==> config.mk <==
export PLATFORM = sky130hd
export DESIGN_NAME = adder_arbiter
export DESIGN_NICKNAME = d
export VERILOG_FILES = /design/src/rtl/adder_arbiter.sv
export SDC_FILE = /design/constraint.sdc
export NUM_CORES = 1
export LEC_CHECK = 0
export BUFFER_PORTS_ARGS = -buffer_cell sky130_fd_sc_hd__buf_2
export CAP_MARGIN = 5
export CORE_ASPECT_RATIO = 1.4
export CORE_MARGIN = 10
export CORE_UTILIZATION = 52
export DETAILED_ROUTE_END_ITERATION = 16
export PLACE_DENSITY = 0.92
export SLEW_MARGIN = 40
export SYNTH_ARGS = -nofsm -noshare
export SYNTH_HDL_FRONTEND = slang
export SYNTH_SLANG_ARGS = --single-unit
export TNS_END_PERCENT = 50
==> constraint.sdc <==
create_clock -name clk -period 7.2 [get_ports clk]
set_input_delay 0 -clock clk [delete_from_list [all_inputs] [get_ports clk]]
set_output_delay 0 -clock clk [all_outputs]
set_load 0.005 [all_outputs]
==> src/rtl/adder_arbiter.sv <==
// adder_arbiter: two requesters share one 32-bit Sklansky prefix adder behind a one-entry result buffer.
// Ports:
//   clk, rst_n                    clock, asynchronous active-low reset
//   reqN_valid / reqN_ready       per-requester handshake (N = 0, 1)
//   reqN_a, reqN_b, reqN_sub      operands; sub=1 computes a - b
//   rsp_valid / rsp_ready         result buffer handshake
//   rsp_sum, rsp_cout, rsp_id     registered result, carry-out and owning requester
//   rsp_ovf                       registered signed overflow (only with ADDER_ARB_OVF_EN)
// Parameter RR_INIT selects which requester holds priority after reset.
// Define ADDER_ARB_OVF_EN to add the rsp_ovf output.
module adder_arbiter #(
    parameter bit RR_INIT = 1'b0
) (
    input  logic        clk,
    input  logic        rst_n,
    input  logic        req0_valid,
    output logic        req0_ready,
    input  logic [31:0] req0_a,
    input  logic [31:0] req0_b,
    input  logic        req0_sub,
    input  logic        req1_valid,
    output logic        req1_ready,
    input  logic [31:0] req1_a,
    input  logic [31:0] req1_b,
    input  logic        req1_sub,
    output logic        rsp_valid,
    input  logic        rsp_ready,
    output logic [31:0] rsp_sum,
    output logic        rsp_cout,
`ifdef ADDER_ARB_OVF_EN
    output logic        rsp_ovf,
`endif
    output logic        rsp_id
);

    typedef enum logic {EMPTY, FULL} state_t;

    state_t      state, state_nxt;
    logic        prio;
    logic        accept, gnt0, gnt1, fire;
    logic [31:0] op_a, op_b, b_eff;
    logic        op_sub;
    logic [32:0] res;

    // Sklansky prefix tree: at level l every bit whose index has bit l set
    // combines with the topmost bit of the lower half of its 2^(l+1) block.
    function automatic logic [32:0] sklansky(input logic [31:0] a, input logic [31:0] b, input logic cin);
        logic [31:0] p, gg, pp, gn, pn;
        logic [32:0] c;
        int          j;
        p  = a ^ b;
        gg = a & b;
        pp = p;
        for (int l = 0; l < 5; l++) begin
            gn = gg;
            pn = pp;
            for (int i = 0; i < 32; i++) begin
                if (((i >> l) & 1) != 0) begin
                    j = ((i >> l) << l) - 1;
                    gn[i[4:0]] = gg[i[4:0]] | (pp[i[4:0]] & gg[j[4:0]]);
                    pn[i[4:0]] = pp[i[4:0]] & pp[j[4:0]];
                end
            end
            gg = gn;
            pp = pn;
        end
        c[0] = cin;
        for (int i = 0; i < 32; i++)
            c[i+1] = gg[i[4:0]] | (pp[i[4:0]] & cin);
        return {c[32], p ^ c[31:0]};
    endfunction

    assign rsp_valid  = (state == FULL);
    assign accept     = !rsp_valid || rsp_ready;
    // prio=0 favours requester 0, prio=1 favours requester 1
    assign gnt1       = req1_valid && (!req0_valid || prio);
    assign gnt0       = req0_valid && !gnt1;
    // readiness is forced low while reset is held
    assign req0_ready = rst_n && accept && gnt0;
    assign req1_ready = rst_n && accept && gnt1;
    assign fire       = req0_ready || req1_ready;

    assign op_a   = gnt1 ? req1_a   : req0_a;
    assign op_b   = gnt1 ? req1_b   : req0_b;
    assign op_sub = gnt1 ? req1_sub : req0_sub;
    assign b_eff  = op_b ^ {32{op_sub}};
    assign res    = sklansky(op_a, b_eff, op_sub);

    always_comb begin
        state_nxt = state;
        state_nxt = fire ? FULL : (rsp_ready ? EMPTY : state);
    end

    always_ff @(posedge clk or negedge rst_n) begin
        if (!rst_n) begin
            state    <= EMPTY;
            prio     <= RR_INIT;
            rsp_sum  <= '0;
            rsp_cout <= 1'b0;
            rsp_id   <= 1'b0;
`ifdef ADDER_ARB_OVF_EN
            rsp_ovf  <= 1'b0;
`endif
        end else begin
            state <= state_nxt;
            if (fire) begin
                prio     <= !gnt1;
                rsp_sum  <= res[31:0];
                rsp_cout <= res[32];
                rsp_id   <= gnt1;
`ifdef ADDER_ARB_OVF_EN
                rsp_ovf  <= (op_a[31] == b_eff[31]) && (res[31] != op_a[31]);
`endif
            end
        end
    end

endmodule

# ---- After elaboration in Yosys (flattened, before gate mapping)
# Index checks and enable logic that the tools add are counted.
dict set report totals {
  reg_bits 36
  input_bits 135
  output_inout_bits 37
  wordCells 330
}
dict set report classes {
  muxes 5
  n_bitwise 308
  reduce_logical 12
}
# op n
set op_table {}
lappend op_table {{AND 1 bit} 192}
lappend op_table {{OR 1 bit} 112}
lappend op_table {{bitwise XOR 32 bit} 3}
lappend op_table {{2-to-1 mux 32 bit} 2}
lappend op_table {{AND 32 bit} 1}
lappend op_table {{logical AND 1 bit} 5}
lappend op_table {{zero test 1 bit} 3}
lappend op_table {{logical OR 1 bit} 3}
lappend op_table {{2-to-1 mux 1 bit} 3}
lappend op_table {{nonzero test 2 bit} 1}

# ---- Logic depth before layout (Yosys ltp)
# Gate-level depths: netlist of the first run.
dict set report depth {
  word_depth 18
  ltp_mapped 15
  ltp_nobuf 13
}

# ---- Least setup slack after synthesis of the first run
# No wires, ideal clock.
dict set report synth_path {
  kind {reg-to-reg}
  startpoint {register prio}
  endpoint {register rsp_sum[30]}
  setup_time_ns 0.126
  arrival_ns 3.576
  required_time_ns 7.074
  setup_slack_ns 3.498
  path_stages_with_launch 15
  n_path_buf 2
  synth_period_minus_slack_ns 3.702
  path_cell_list {dfrtp_1 > nand2b_2 > nand2_1 > clkbuf_1 > buf_1 > mux2_2 > ha_1 > a21oi_2 > o21ai_2 > a221oi_4 > a21oi_4 > o211ai_4 > nand2_2 > a211o_1 > a221o_1}
}
dict set report synth_between {
  elab_chain_len 17
  word_cells_on_any_way 103
  cone_classes {mux: 3; bitwise: 93; reduce/logical: 7}
}
# element line_no
set synth_rtl {}
lappend synth_rtl {{start: declaration} 39} ;# logic prio;
lappend synth_rtl {{start signal: assignment} 107} ;# prio <= !gnt1;
lappend synth_rtl {{logical OR 1 bit *} 76} ;# assign gnt1 = req1_valid && (!req0_valid || prio);
lappend synth_rtl {{logical AND 1 bit *} 76}
lappend synth_rtl {{2-to-1 mux 32 bit or 2-to-1 mux 1 bit (tied branches)} {84, 85}}
lappend synth_rtl {{bitwise XOR 32 bit} 86} ;# assign b_eff = op_b ^ {32{op_sub}};
lappend synth_rtl {{bitwise XOR 32 bit or AND 32 bit (tied branches)} {51, 52}}
lappend synth_rtl {{AND 1 bit} 60} ;# gn[i[4:0]] = gg[i[4:0]] | (pp[i[4:0]] & gg[j[4:0]]);
lappend synth_rtl {{OR 1 bit} 60}
lappend synth_rtl {{AND 1 bit} 60}
lappend synth_rtl {{OR 1 bit} 60}
lappend synth_rtl {{AND 1 bit} 60}
lappend synth_rtl {{OR 1 bit} 60}
lappend synth_rtl {{AND 1 bit} 60}
lappend synth_rtl {{OR 1 bit} 60}
lappend synth_rtl {{AND 1 bit} 60}
lappend synth_rtl {{OR 1 bit} 60}
lappend synth_rtl {{OR 1 bit} 69} ;# c[i+1] = gg[i[4:0]] | (pp[i[4:0]] & cin);
lappend synth_rtl {{bitwise XOR 32 bit} 70} ;# return {c[32], p ^ c[31:0]};
lappend synth_rtl {{end signal: assignment} 108} ;# rsp_sum <= res[31:0];
lappend synth_rtl {{end: declaration} 28} ;# output logic [31:0] rsp_sum,
# Mark *: on every way between the ends. The rest lies on a longest branch, timed or not.
# A chain may end at the register's enable or synchronous reset.

# ---- Final worst setup path of the first run
dict set report layout_path {
  startpoint {register prio}
  endpoint {register rsp_sum[11]}
}
dict set report layout_between {
  elab_chain_len 15
  word_cells_on_any_way 46
  cone_classes {mux: 3; bitwise: 36; reduce/logical: 7}
}
# element line_no
set layout_rtl {}
lappend layout_rtl {{logical OR 1 bit *} 76}
lappend layout_rtl {{logical AND 1 bit *} 76}
lappend layout_rtl {{2-to-1 mux 32 bit or 2-to-1 mux 1 bit (tied branches)} {84, 85}}
lappend layout_rtl {{bitwise XOR 32 bit} 86}
lappend layout_rtl {{bitwise XOR 32 bit or AND 32 bit (tied branches)} {51, 52}}
lappend layout_rtl {{AND 1 bit} 60}
lappend layout_rtl {{OR 1 bit} 60}
lappend layout_rtl {{AND 1 bit} 60}
lappend layout_rtl {{OR 1 bit} 60}
lappend layout_rtl {{AND 1 bit} 60}
lappend layout_rtl {{OR 1 bit} 60}
lappend layout_rtl {{AND 1 bit} 60}
lappend layout_rtl {{OR 1 bit} 60}
lappend layout_rtl {{OR 1 bit} 69}
lappend layout_rtl {{bitwise XOR 32 bit} 70}
# Marked as above.

==> results of run 1 <==
-- power groups by stage --
stage / Combinational (mW) / Sequential, mW / Clock (mW)
after global routing: 0.841 / 0.344 / 0.210
after CTS: 0.759 / 0.332 / 0.202
after global placement: 0.722 / 0.332 / 0
after detailed placement: 0.755 / 0.336 / 0
final: 0.756 / 0.332 / 0.200
after floorplan: 0.494 / 0.341 / 0
-- cell usage in the layout, fill, tap and decap left out, types with 5 or more instances in the layout --
| master | synthesis | layout |
|---|---|---|
| mux2_2 | 32 | 32 |
| clkbuf_8 | 0 | 7 |
| xnor2_1 | 8 | 8 |
| mux2i_1 | 34 | 34 |
| xor2_1 | 33 | 33 |
| nor3_1 | 10 | 10 |
| nand4_1 | 5 | 5 |
| nor2_1 | 22 | 22 |
| o21a_1 | 9 | 9 |
| inv_1 | 15 | 15 |
| dfrtp_1 | 36 | 36 |
| a21o_1 | 8 | 8 |
| o21ai_0 | 16 | 16 |
| buf_2 | 6 | 170 |
| a21oi_1 | 15 | 15 |
| ha_1 | 32 | 32 |
| o31ai_1 | 17 | 17 |
| nand2_1 | 50 | 49 |
-- worst max-delay path: stages (launching register included) --
cell	delay, ns
dfrtp_1	0.40
nand2b_2	0.26
and3_4	0.24
nor2_4	0.49
buf_4	0.43
xor2_1	0.12
ha_1	0.40
nand4_1	0.15
nor2_1	0.19
o21ai_2	0.12
a21boi_0	0.37
o21ai_0	0.17
a21boi_0	0.32
mux2i_1	0.22
o311ai_0	0.14
-- flip-flops by register name (all words and copies together) (netlist names) --
name       count
rsp_cout       1
prio           1
rsp_valid      1
rsp_sum       32
rsp_id         1
-- Yosys cell counts (4+ instances only) --
cell type  count  area [um^2]
and3_1         4         25.0
clkbuf_1       7         26.3
o21ai_0       16         80.1
dfrtp_1       36          901
a31oi_1        4         25.0
buf_2          6         30.0
nand2_1       50          188
nor2_1        22         82.6
inv_1         15         56.3
xnor2_1        8         70.1
o21ai_1        4         20.0
xor2_1        33          289
nand3_1        4         20.0
nor3_1        10         50.1
a21o_1         8         60.1
ha_1          32          400
mux2i_1       34          340
o21a_1         9         67.6
mux2_2        32          360
nand4_1        5         31.3
a21oi_1       15         75.1
o31ai_1       17          128
-- logic make-up after synthesis --
family | synth area share (%)
AO/OA/AOI/OAI | 20.3
adder cells (fa/ha/maj) | 10.7
XOR/XNOR | 9.57
multiplexers | 18.7
buffers and inverters | 3.30
flip-flops | 24.0
AND/OR/NAND/NOR | 13.5
-- layer usage --
metal  GRT usage [%]  up-vias
met5               0        -
met3            5.63       36
met1            20.0     1773
met2            37.6      177
met4            9.48        0
li1                -     1856
-- stage by stage --
step,std cells,power [mW]
5_1_grt,681,1.39
3_5_place_dp,672,1.09
2_1_floorplan,420,0.835
3_3_place_gp,672,1.05
6_report,681,1.29
4_1_cts,681,1.29
-- worst paths after layout --
| kind | start | to | slack [ns] |
|---|---|---|---|
| setup / recovery | prio | rsp_sum[11] | 3.02 |
| hold / removal | rsp_ready | rsp_valid | 0.03 |
| setup reg to reg | prio | rsp_sum[11] | 3.02 |
| hold reg to reg | rsp_sum[8] | rsp_sum[8] | 0.47 |
| max in group asynchronous | rst_n | rsp_sum[14] | 6.64 |
| min in group asynchronous | rst_n | rsp_sum[22] | 0.22 |
-- layout make-up --
cell class | instances | share of cell area [%]
Multi-Input combinational cell | 353 | 57.0
Sequential cell | 36 | 18.6
Timing Repair Buffer | 174 | 18.2
Tap cell | 95 | 2.45
Clock buffer | 7 | 1.99
Inverter | 15 | 1.16
Clock inverter | 1 | 0.620
-- what timing repair did --
item,CTS,global route
gates resized for setup,0,0
endpoints found under the hold margin,36,0
hold buffers,1,0
==> impl_results.md, run 1 <==
- Post-synth EDFFs: 0
- Period minus WS final: 4.18 ns
- Placed Area: 4710 um^2
- WL/cell: 16.9 um
- VDD IR max: 0.000140 V
- FF/Latch Area: 901 um^2
- Post-CTS Setup Bufs: 0
- Total length of routed met2 wires: 5.91 mm
- Final setup vio count: 0
- Place WS: 3.06 ns
- RSZ-0062 raised after global routing: false
- Antenna Nets Post-Route: 0
- M1 WL: 4.26 mm
- Initial antenna violation count: 0
- Inserted Clock Buffers: 5
- CTS root buf: clkbuf_8
- Post-DR vias/cell: 5.64
- Setup CP Type: reg2reg
- PwrDens: 266 nW/um^2
- Synth unique cells: 53
- Synth Register Bits: 36
- Ys flop type: dfrtp_1
- Dpl hpwl: 9.59 mm
- DRC violations left: 0
- Reg power frac: 25.8%
- Filler cells: 532
- Post-synth ARST share: 100%
- Crit-path max FO: 18
- CP endpoint kind: register
- Syn_nets: 587
- Setup crit start kind: register
- Top sig layer: met4
- Ys Warns: 0
- Htree depth: 2
- Multi-input gate area: 2760 um^2
- Initial drt markers: 197
- Sw frac: 41.6%
- RD Place Congestion: 0.866
- Sum Neg Setup Slack: 0 ns
- Switching Power: 536 uW
- Vias in the first global route: 4229
- Detailed-route via count: 3842
- Hold Path Cell Cnt: 3
- Rel. slew slack: 41.9%
- First-pass GRT wire length: 18.9 mm
- Clock share of power: 15.6%
- Longest Clk Path Bufs: 2
- Clk_lat worst skew: 0.29 ns
- CP arrival: 4.32 ns
- Final hold slack: 0.0310 ns
- Initial Util: 53.7%
- Metal3 WL: 913 um
- P_int: 753 uW
- Final WS setup: 3.02 ns
- Fmax: 0.239 GHz
- Num rows: 36
- CTS clock-pin slew for the worst setup and hold paths: 0.08 ns
- Final core utilization: 69.4%
- Core area: 6980 um^2
- Die W: 91.8 um
- Setup skew after layout: 0.00442 ns
- TritonCTS clock tree: yes
- GRT Resource Usage Total: 20.1%
- Layout cells sized above 1: 39.4%
- Nets: 752
- Synth Instances: 420
- Chip Height: 121 um
- Critical Path RT: 7.34 ns
- HP Class: in2reg
- R2R cell count: 14
- Status: finished, final reports clean
- Gate power share: 58.7%
- Final hold viol count: 0
- Grt ovf: 0
- Largest net degree at the start of global routing: 66
- Syn Area/Cell: 8.93 um^2
- Mapped cell area: 3750 um^2
- Area growth syn-to-layout: 29.1%
- Clock Sink Count: 36
- Total inserted antenna cells: 0
- # IOs: 172
- Period utilization: 58.0%
- Port buffer count: 171
- Drt total wl: 11.5 mm
- Seq/Total Area, Yosys: 24.0%
- Worst Tran Pin Value: 0.868 ns
- Maxcap violations: 0
- Finished layout cell area: 4850 um^2
- Die Area: 11100 um^2
- Leakage: 2.54 nW
- Final Max Tran Viols: 0
- Pre-Repair DR Iteration Count: 4
Power figures use the tool's default switching activity.
==> run 2: changes to the inputs <==
--- a/config.mk
+++ b/config.mk
@@ -9,9 +9,9 @@
 export CAP_MARGIN = 5
 export CORE_ASPECT_RATIO = 1.4
 export CORE_MARGIN = 10
-export CORE_UTILIZATION = 52
+export CORE_UTILIZATION = 44
 export DETAILED_ROUTE_END_ITERATION = 16
-export PLACE_DENSITY = 0.92
+export PLACE_DENSITY = 0.83
 export SLEW_MARGIN = 40
 export SYNTH_ARGS = -nofsm -noshare
 export SYNTH_HDL_FRONTEND = slang
==> constraint.sdc (replaced) <==
create_clock -name clk -period 3.7 [get_ports clk]
set_input_delay 0 -clock clk [delete_from_list [all_inputs] [get_ports clk]]
set_output_delay 0 -clock clk [all_outputs]
set_load 0.005 [all_outputs]
==> run 2 against run 1 <==
Against the previous run: routed wire length grew 6.8%; global-route usage down 2.2 points; critical endpoint is now rsp_sum[30]; clock skew up 0.0033 ns; highest routed layer unchanged; largest cell class unchanged; maximum frequency increased by 19%.
==> impl_results.md, run 2 (synthesis results as in run 1) <==
- Most common cell after layout, fill and taps aside: buf_2
- Antenna Nets Post-Route: 0
- Setup CP Type: reg2reg
- Initial Util: 45.5%
- Clock Sink Count: 36
- Post-DR vias/cell: 5.44
- Crit-path max FO: 18
- Clk_lat worst skew: 0.28 ns
- CP endpoint kind: register
- First-pass GRT wire length: 19.2 mm
- Detailed-route via count: 3813
- Leakage: 2.65 nW
- Max FFs per register: 32
- Status: finished, final reports clean
- Biggest register: rsp_sum
- Initial drt markers: 99
- Longest Clk Path Bufs: 2
- Final core utilization: 61.5%
- Sum Neg Setup Slack: 0 ns
- DRC violations left: 0
- Num rows: 39
- Nets: 765
- Core area: 8250 um^2
- # IOs: 172
- Die Area: 12700 um^2
- HP Class: in2reg
- Htree depth: 2
- FF-to-FF End: rsp_sum[30]
- Multi-input gate area: 2780 um^2
- Critical-path top delay cell: dfrtp_1
- Initial antenna violation count: 0
- Period minus WS final: 3.51 ns
- Dpl hpwl: 9.98 mm
- Hold Path Cell Cnt: 3
- PwrDens: 516 nW/um^2
- Critical Path RT: 3.86 ns
- CTS clock-pin slew for the worst setup and hold paths: 0.06 ns
- Hold EP: rsp_valid
- Total inserted antenna cells: 0
- Setup skew after layout: 0.00768 ns
- Final setup vio count: 0
- Worst Tran Pin Value: 0.740 ns
- Reg-to-reg slack, setup: 0.19 ns
- Maxcap violations: 0
- RSZ-0062 raised after global routing: false
- Period utilization: 94.8%
- Port buffer count: 171
- R2R cell count: 14
- Inserted Clock Buffers: 5
- FF/Latch Area: 901 um^2
- Rel. slew slack: 50.5%
- CP peak stage delay: 0.40 ns
- CP cell instances: nand2b_4 > nand2_4 > buf_12 > clkbuf_16 > mux2_2 > ha_1 > a21oi_1 > nand2_1 > a221oi_4 > a21oi_4 > o211ai_4 > nand2_2 > a211o_1 > a221o_1
- Setup crit start kind: register
- Drt total wl: 12.3 mm
- Fmax: 0.285 GHz
- Vias in the first global route: 4194
- Filler cells: 707
- CTS root buf: clkbuf_16
- Pre-Repair DR Iteration Count: 4
- RD Place Congestion: 0.847
- Most frequent cells in the layout: 171 x buf_2, 49 x nand2_1, 36 x dfrtp_1, 33 x mux2i_1, 33 x xor2_1
- Final Max Tran Viols: 0
- Hold Path Origin: rsp_ready
- WL/cell: 17.5 um
- CP arrival: 3.67 ns
- Grt ovf: 0
- Layout cells sized above 1: 40.9%
- Reg-to-reg startpoint: prio
- Chip Height: 129 um
- Final hold viol count: 0
- Largest net degree at the start of global routing: 39
- Die W: 98.0 um
- GRT Resource Usage Total: 17.9%
- TritonCTS clock tree: yes
- Area growth syn-to-layout: 35.1%
- VDD IR max: 0.000247 V
[run 2: area by class of cell]
cell class                      count  share of cell area (%)
Clock buffer                        8                    2.89
Inverter                           15                    1.11
Tap cell                          102                    2.52
Sequential cell                    36                    17.8
Timing Repair Buffer              187                    20.9
Multi-Input combinational cell    353                    54.8
[run 2: metal layers]
metal / track usage, % / wire length [um] / part of all wire (%)
met1: 18.9 / 4740 / 39
met2: 33.9 / 6560 / 53
met3: 4.47 / 788 / 6.4
met4: 5.92 / 196 / 1.6
met5: 0 / 0 / 0
[run 2: where the power goes]
group          internal [mW]  switching (mW)  leakage (nW)  total (mW)
logic                  0.716           0.812          2.14        1.53
clock network          0.269           0.162        0.0712       0.431
registers              0.561          0.0970         0.438       0.658
total                   1.55            1.07          2.65        2.62
[run 2: how the worst max path moves through the flow]
stage               start     endpoint  slack, ns  cells past startpoint
global route         prio  rsp_sum[30]       0.03                     14
floorplan            prio  rsp_sum[30]      0.009                     14
CTS                  prio  rsp_sum[11]       0.05                     14
finish               prio  rsp_sum[30]       0.19                     14
detailed placement   prio  rsp_sum[30]       0.07                     14
global placement     prio  rsp_sum[30]       0.23                     14
[run 2: worst max-delay path: cells and delay by family (launching register included)]
family                   cells  cell delay (ns)
AO/OA/AOI/OAI                6             1.43
AND/OR/NAND/NOR              4             0.54
flip-flops                   1             0.40
multiplexers                 1             0.35
adder cells (fa/ha/maj)      1             0.34
buffers and inverters        2             0.31
[run 2: stage by stage]
step / setup WS, ns / hold WS (ns) / power (mW) / cell area (um^2) / instances
final: 0.193 / 0.0355 / 2.62 / 5070 / 701
after CTS: 0.0472 / 0.0357 / 2.59 / 4960 / 697
after global placement: 0.227 / 0.0820 / 2.09 / 4800 / 688
after global routing: 0.0271 / 0.0452 / 2.83 / 5070 / 701
after detailed placement: 0.0669 / 0.0907 / 2.15 / 4800 / 688
after floorplan: 0.00920 / -0.296 / 1.63 / 3750 / 420
[run 2: what timing repair did]
item,in CTS,in global routing
endpoints found under the hold margin,36,0
setup buffers,0,2
resized for setup,0,10
endpoints found under the setup margin,0,17
hold buffers,1,0
==> run 3: changes to the inputs <==
==> constraint.sdc (replaced) <==
create_clock -name clk -period 3.7 [get_ports clk]
set_input_delay 0.185 -clock clk [delete_from_list [all_inputs] [get_ports clk]]
set_output_delay 0.185 -clock clk [all_outputs]
set_load 0.005 [all_outputs]
==> run 3 against run 2 <==
Against the previous run: non-clock buffer count grew 1; first-iteration DRC count rose by 64%; cell area barely moved; sequential power barely moved; maximum frequency shrank 1.0%; routed wire length up 1.4%; combinational power about the same; via count is 1.1% higher; critical endpoint unchanged; highest routed layer unchanged.
==> impl_results.md, run 3 (synthesis results as in run 1) <==
- CTS root buf: clkbuf_16
- WL/cell: 17.7 um
- Die Area: 12700 um^2
- Power, Total: 2.64 mW
- Vias in the first global route: 4169
- Num rows: 39
- CP arrival: 3.71 ns
- Initial antenna violation count: 1
- Period utilization: 95.8%
- Hold Path Origin: rsp_ready
- Rel. slew slack: 69.0%
- Grt ovf: 0
- Filler cells: 693
- Final Max Tran Viols: 0
- Clock Sink Count: 36
- Post-DR vias/cell: 5.49
- Hold Path Cell Cnt: 3
- Biggest register: rsp_sum
- Htree depth: 2
- Maxcap violations: 0
- Initial drt markers: 162
- Dpl hpwl: 10.2 mm
- Die W: 98.0 um
- Hold EP: rsp_valid
- FF-to-FF End: rsp_sum[30]
- Critical Path Source: prio
- Pre-Repair DR Iteration Count: 4
- Clk_lat worst skew: 0.28 ns
- VDD IR max: 0.000293 V
- Area growth syn-to-layout: 34.9%
- Final setup vio count: 0
- CP cell instances: nand2b_4 > nand2_4 > buf_4 > clkbuf_16 > mux2_2 > ha_1 > nand4_1 > inv_1 > a221oi_4 > a21oi_4 > o211ai_4 > nand2_2 > a211o_1 > a221o_1
- # IOs: 172
- CTS clock-pin slew for the worst setup and hold paths: 0.06 ns
- Setup crit start kind: register
- Post-Place Cells: 688
- Core area: 8250 um^2
- DRC violations left: 0
- CP endpoint kind: register
- CP Buf/Inv Count: 3
- Crit-path max FO: 18
- Reg-to-reg startpoint: prio
- GRT Resource Usage Total: 18.2%
- HP Class: in2reg
- Multi-input gate area: 2770 um^2
- Most frequent cells in the layout: 171 x buf_2, 49 x nand2_1, 36 x dfrtp_1, 34 x mux2i_1, 33 x xor2_1
- Chip Height: 129 um
- Initial Util: 45.5%
- Detailed-route via count: 3854
- Period minus WS final: 3.54 ns
- Setup skew after layout: 0.00403 ns
- Longest Clk Path Bufs: 2
- FF/Latch Area: 901 um^2
- Fmax: 0.282 GHz
- Most common cell after layout, fill and taps aside: buf_2
- Inserted Clock Buffers: 5
- Antenna Nets Post-Route: 0
- Final non-filler cell total: 702
- TritonCTS clock tree: yes
- Final hold viol count: 0
- Critical Path RT: 3.86 ns
- Reg-to-reg slack, setup: 0.16 ns
- Nets: 766
- Delay-heaviest family, CP: compound AO/OA/AOI/OAI gates
- R2R cell count: 14
- First-pass GRT wire length: 19.5 mm
- Status: finished, final reports clean
- Largest net degree at the start of global routing: 48
- CP peak stage delay: 0.41 ns
- Leakage: 2.66 nW
- Critical-path top delay cell: dfrtp_1
- Worst Tran Pin Value: 0.464 ns
- Setup CP Type: reg2reg
- PwrDens: 521 nW/um^2
- Drt total wl: 12.5 mm
- Max FFs per register: 32
- Layout cells sized above 1: 40.9%
- Port buffer count: 171
- RD Place Congestion: 0.839
==> run 3: final cells by class <==
cell class                 instances  share of cell area (%)
tap                              102                    2.52
sequential                        36                    17.8
timing repair buffer             188                    20.8
multi-input combinational        353                    54.7
antenna                            1                  0.0494
inverter                          15                    1.11
clock buffer                       7                    3.01
==> run 3: worst max-delay path by stage <==
stage | cells past startpoint | end
6_report | 14 | rsp_sum[30]
5_1_grt | 14 | rsp_sum[30]
4_1_cts | 14 | rsp_sum[11]
3_5_place_dp | 14 | rsp_sum[11]
3_3_place_gp | 14 | rsp_sum[30]
2_1_floorplan | 14 | rsp_sum[30]
==> run 3: layer usage <==
| metal | routed length (um) | vias to the layer above | GRT usage (%) |
|---|---|---|---|
| met4 | 346 | 0 | 7.38 |
| li1 | - | 1885 | - |
| met2 | 6630 | 148 | 34.0 |
| met5 | 0 | - | 0 |
| met3 | 663 | 27 | 3.62 |
| met1 | 4820 | 1794 | 19.6 |
==> run 3: metrics by stage <==
| stage | hold slack (ns) | setup TNS, ns | setup WS [ns] | utilization [%] | instance area (um^2) |
|---|---|---|---|---|---|
| after floorplan | -0.111 | 0 | 0.00920 | - | 3750 |
| after global placement | 0.0763 | 0 | 0.228 | 58.2 | 4800 |
| after global routing | 0.263 | -0.0152 | -0.0152 | 61.4 | 5060 |
| after detailed placement | 0.0837 | 0 | 0.0950 | 58.2 | 4800 |
| final | 0.248 | 0 | 0.156 | 61.4 | 5060 |
| after CTS | 0.247 | 0 | 0.0436 | 60.2 | 4960 |
==> run 3: power breakdown <==
part,switching [mW],total [mW],internal [mW]
registers,0.0958,0.656,0.560
logic,0.817,1.53,0.715
clock network,0.166,0.449,0.283
total,1.08,2.64,1.56
==> run 3: repair_timing <==
action | in CTS | in global routing
hold buffers | 1 | 0
buffers inserted | 0 | 3
resized for setup | 0 | 8
setup endpoints to repair | 0 | 20
endpoints found under the hold margin | 9 | 0
==> run 3: worst reg2reg max path, delay by kind of cell (launching register included) <==
family / cells / cell delay (ns)
buf+inv: 3 / 0.45
flops: 1 / 0.41
compound gates: 5 / 1.34
fa+ha+maj: 1 / 0.32
mux: 1 / 0.36
simple gates: 4 / 0.55
